### config.mk
export PLATFORM = sky130hd
export DESIGN_NAME = shift_sequencer
export DESIGN_NICKNAME = d
export VERILOG_FILES = /design/src/rtl/shift_sequencer_pkg.sv /design/src/rtl/shift_stage.sv /design/src/rtl/shift_sequencer.sv
export SDC_FILE = /design/constraint.sdc
export NUM_CORES = 1
export LEC_CHECK = 0
export BUFFER_PORTS_ARGS = -buffer_cell sky130_fd_sc_hd__buf_4
export CORE_MARGIN = 3
export CORE_UTILIZATION = 61
export DETAILED_ROUTE_END_ITERATION = 12
export PLACE_DENSITY_LB_ADDON = 0.1
export SLEW_MARGIN = 20
export SYNTH_ARGS = -nofsm -noshare
export SYNTH_HDL_FRONTEND = slang
export SYNTH_SLANG_ARGS = --single-unit
### constraint.sdc
create_clock -name clk -period 3.3 [get_ports clk]
set_input_delay 0.33 -clock clk [delete_from_list [all_inputs] [get_ports clk]]
set_output_delay 0.33 -clock clk [all_outputs]
set_load 0.005 [all_outputs]
### src/rtl/shift_sequencer_pkg.sv
// Shared shifter definitions: op and state encodings, default widths.
// Also hosts the lowest-set-bit helper used when SHIFT_SEQ_SKIP_ZERO_EN is set.
package shift_sequencer_pkg;

  localparam int DATA_W_DEF = 16;
  localparam int CNT_W_DEF  = 4;

  localparam logic [1:0] OP_ROL = 2'b00;
  localparam logic [1:0] OP_SLL = 2'b01;
  localparam logic [1:0] OP_ROR = 2'b10;
  localparam logic [1:0] OP_SRL = 2'b11;

  typedef enum logic [1:0] {
    ST_IDLE  = 2'd0,
    ST_SHIFT = 2'd1,
    ST_DONE  = 2'd2
  } state_t;

  function automatic logic [1:0] low_bit(
    input logic [3:0] c
  );
    logic [1:0] r;
    if (c[0])      r = 2'd0;
    else if (c[1]) r = 2'd1;
    else if (c[2]) r = 2'd2;
    else           r = 2'd3;
    return r;
  endfunction

endpackage

### src/rtl/shift_stage.sv
// One power-of-two shift/rotate stage (1, 2, 4 or 8 positions).
// Purely combinational; reused every cycle by shift_sequencer.
module shift_stage
  import shift_sequencer_pkg::*;
(
  input  logic [15:0] data,
  input  logic [1:0]  op,
  input  logic [1:0]  amt_sel,
  output logic [15:0] shifted
);

  logic [4:0]  amt;
  logic [31:0] dbl;
  logic [31:0] dbl_l;
  logic [31:0] dbl_r;

  assign amt = 5'd1 << amt_sel;
  assign dbl = {data, data};
  // Rotates fall out of shifting the doubled word
  assign dbl_l = dbl << amt;
  assign dbl_r = dbl >> amt;

  always_comb begin
    shifted = data;
    unique case (op)
      OP_ROL:  shifted = dbl_l[31:16];
      OP_SLL:  shifted = data << amt;
      OP_ROR:  shifted = dbl_r[15:0];
      OP_SRL:  shifted = data >> amt;
      default: shifted = data;
    endcase
  end

endmodule

### src/rtl/shift_sequencer.sv
// Multi-cycle shift/rotate sequencer, one power-of-two stage per clock.
// Define SHIFT_SEQ_SKIP_ZERO_EN to visit only set count bits.
module shift_sequencer
  import shift_sequencer_pkg::*;
#(
  parameter int DATA_W = DATA_W_DEF,
  parameter int CNT_W  = CNT_W_DEF
) (
  input  logic              clk,
  input  logic              rst,
  input  logic              req_valid,
  output logic              req_ready,
  input  logic [DATA_W-1:0] req_data,
  input  logic [CNT_W-1:0]  req_cnt,
  input  logic [1:0]        req_op,
  output logic              rsp_valid,
  input  logic              rsp_ready,
  output logic [DATA_W-1:0] rsp_data,
  output logic              busy
);

  state_t            state_q, state_d;
  logic [DATA_W-1:0] data_q, data_d;
  logic [CNT_W-1:0]  cnt_q, cnt_d;
  logic [1:0]        op_q, op_d;
  logic [1:0]        k_q, k_d;
  logic [1:0]        amt_sel;
  logic [15:0]       stage_out;

`ifdef SHIFT_SEQ_SKIP_ZERO_EN
  assign amt_sel = low_bit(cnt_q);
`else
  assign amt_sel = k_q;
`endif

  shift_stage u_stage (
    .data    (data_q),
    .op      (op_q),
    .amt_sel (amt_sel),
    .shifted (stage_out)
  );

  always_ff @(posedge clk) begin
    if (rst) begin
      state_q <= ST_IDLE;
      data_q  <= '0;
      cnt_q   <= '0;
      op_q    <= '0;
      k_q     <= '0;
    end else begin
      state_q <= state_d;
      data_q  <= data_d;
      cnt_q   <= cnt_d;
      op_q    <= op_d;
      k_q     <= k_d;
    end
  end

  always_comb begin
    state_d = state_q;
    data_d  = data_q;
    cnt_d   = cnt_q;
    op_d    = op_q;
    k_d     = k_q;
    unique case (state_q)
      ST_IDLE: begin
        if (req_valid) begin
          data_d  = req_data;
          cnt_d   = req_cnt;
          op_d    = req_op;
          k_d     = '0;
          state_d = ST_SHIFT;
`ifdef SHIFT_SEQ_SKIP_ZERO_EN
          if (req_cnt == '0) state_d = ST_DONE;
`endif
        end
      end
      ST_SHIFT: begin
`ifdef SHIFT_SEQ_SKIP_ZERO_EN
        data_d = stage_out;
        cnt_d  = cnt_q & (cnt_q - 1'b1);
        if (cnt_d == '0) state_d = ST_DONE;
`else
        if (cnt_q[k_q]) data_d = stage_out;
        k_d = k_q + 2'd1;
        if (k_q == 2'(CNT_W - 1)) state_d = ST_DONE;
`endif
      end
      ST_DONE: begin
        if (rsp_ready) state_d = ST_IDLE;
      end
      default: state_d = ST_IDLE;
    endcase
  end

  assign req_ready = (state_q == ST_IDLE);
  assign rsp_valid = (state_q == ST_DONE);
  assign busy      = (state_q == ST_SHIFT) ||
                     (state_q == ST_DONE);
  assign rsp_data  = rsp_valid ? data_q : '0;

endmodule
==> flow_summary.json <==
{
  "status": "complete, no violations",
  "antenna_found_initial": 0,
  "gp_congestion": 1.01,
  "rows": 29,
  "synthArstFlopShare": 0,
  "required_ns": 3.53,
  "fin_cells": 580,
  "grt_pass1_vias": 4386,
  "grt_overflow_total": 0,
  "setup-violations-final": 0,
  "grtUsageTotal": 0.415,
  "rr_startpoint": "amt_sel[0]",
  "layout_common_cells": "69 x buf_4, 46 x nand2_1, 42 x mux4_2",
  "crit_fanout": 14,
  "wl_per_cell_um": 27.3,
  "finalNetCount": 538,
  "die_x_um": 88.7,
  "diodes": 0,
  "port_buffers": 44,
  "syn_area_sq_um": 4170,
  "grt_use_met2": 0.598,
  "cts_sinks": 26,
  "die_h_um": 88.7,
  "dr.pass1.iters": 8,
  "vias_per_cell": 8.11,
  "crit_path_start_kind": "flop",
  "synth-edff-count": 0,
  "cts_max_path_buffers": 2,
  "skew_ns": 0.00604,
  "ys_warn_count": 0,
  "crit_start": "amt_sel[0]",
  "grt.busiest_layer": "met2",
  "min_from": "req_op[0]",
  "ys.flop_type": "dfxtp_1",
  "ys_seq_area_frac": 0.125,
  "grtUsageMet1": 0.557,
  "num_vias": 4702,
  "syn_inst": 484,
  "rsz0062_at_grt": "false",
  "final_common_cell": "buf_4",
  "hold_viol": 0,
  "slew_headroom": 0.434,
  "max_freq_mhz": 339,
  "period_share": 0.894,
  "yosysUniqueCellTypes": 60,
  "clock_latency_ns": 0.30,
  "place_inst": 576,
  "holdCritPathClass": "primary input to flop",
  "core_area_sq_um": 6490,
  "cts_setup_buffers": 0,
  "cts_buffers": 3,
  "cts_resized": 0,
  "initial_core_util": 0.643,
  "final.min_clock_period_ns": 2.95,
  "path_class": "flop to flop",
  "clkTransAtPathRegs_ns": 0.11,
  "maxCapViolCount": 0,
  "use_met3": 0.123,
  "critical_path_arrival_ns": 3.18,
  "grt_pass1_wl_um": 24400,
  "cp-end-kind": "flop",
  "yosys_register_bits": 26,
  "tritoncts": "built",
  "die-area_sq_um": 7870,
  "drtAntennaViolNets": 0,
  "syn-num-nets": 518,
  "initialDrtViolationCount": 1005,
  "clockRootBuffer": "clkbuf_8",
  "powerDensity_nw_per_um2": 389,
  "ioPinCount": 45,
  "grt_start_max_net_pins": 25,
  "tightestPinTransition_ns": 0.849,
  "htree_levels": 1,
  "drive_above_1_share": 0.280,
  "syn_to_final_growth_pct": 10.3,
  "dp_hpwl_um": 11100,
  "avgSynthCellArea_sq_um": 8.62,
  "tns_ns": 0,
  "finalMaxSlewViolations": 0,
  "wl_um": 15800,
  "ctsHoldBuffers": 0,
  "drc": 0,
  "leakage_uw": 0.00172,
  "vdd_drop_max_v": 0.000281
}
[synthesized netlist by cell type, types with 9 or more instances]
| library cell | count | area share |
|---|---|---|
| mux2i_1 | 39 | 0.094 |
| mux2_2 | 18 | 0.049 |
| mux4_2 | 42 | 0.23 |
| clkbuf_1 | 30 | 0.027 |
| and2_1 | 21 | 0.031 |
| dfxtp_1 | 26 | 0.12 |
| buf_2 | 9 | 0.011 |
| nor3_1 | 13 | 0.016 |
| a31oi_1 | 11 | 0.016 |
| o21ai_0 | 24 | 0.029 |
| a211oi_1 | 10 | 0.018 |
| a21oi_1 | 22 | 0.026 |
| nor2_1 | 26 | 0.023 |
| o211ai_1 | 9 | 0.016 |
| nand3_1 | 20 | 0.024 |
| nand2_1 | 46 | 0.041 |
[report_power, final]
group | total, uW | switching (uW) | internal [uW]
sequential | 532 | 177 | 355
clock | 287 | 124 | 163
combinational | 975 | 514 | 461
total | 1790 | 815 | 978
[final timing paths]
path / end / slack, ns / cells after the start
setup / recovery: data_q[8] / 0.35 / 8
hold / removal: op_q[0] / 0.29 / 3
setup reg to reg: data_q[8] / 0.35 / 8
hold reg to reg: cnt_q[2] / 0.46 / 2
[area by class of cell]
class | instances | area [sq um]
inverters | 12 | 45.0
repair buffers | 70 | 538
flip-flops and latches | 26 | 520
clock inverters | 1 | 30.0
fillers | 522 | 1890
clock buffers | 3 | 41.3
well taps | 77 | 96.3
multi-input cells | 391 | 3330
[layer usage]
metal	part of all wire	up-vias
met4	0.068	0
met5	0	-
met1	0.37	2220
met3	0.14	131
li1	-	1915
met2	0.43	436
[registers in the layout, indices dropped and copies added (netlist names)]
name / flops
state_q: 2
amt_sel: 2
cnt_q: 4
op_q: 2
data_q: 16
[cells by family (layout without fill, tap and decap cells)]
family,count (synthesis),count (layout),share of synthesized area
AOI/OAI and AO/OA,131,131,0.217
buffers and inverters,67,86,0.0785
DFF,26,26,0.125
adders and majority gates,8,8,0.0240
muxes,101,101,0.381
and+or+nand+nor,151,151,0.174
[critical path, stage by stage, from the launching register on]
cell	delay (ns)
dfxtp_1	0.37
inv_1	0.16
ha_1	0.74
buf_4	0.30
mux2i_1	0.14
mux4_2	0.55
a221oi_1	0.34
nand3_1	0.12
o21ai_0	0.16
[stage by stage]
stage	worst slack, ns	cell area [sq um]	total power, uW	hold WS [ns]	utilization
after detailed placement	0.459	4530	1460	0.452	0.698
after CTS	0.411	4600	1740	0.293	0.709
after global routing	0.179	4600	1860	0.292	0.709
after global placement	0.569	4530	1440	0.447	0.698
after floorplan	0.977	4170	1180	0.433	-
final	0.349	4600	1790	0.286	0.709
No activity file was read; power rests on OpenSTA's default activity.
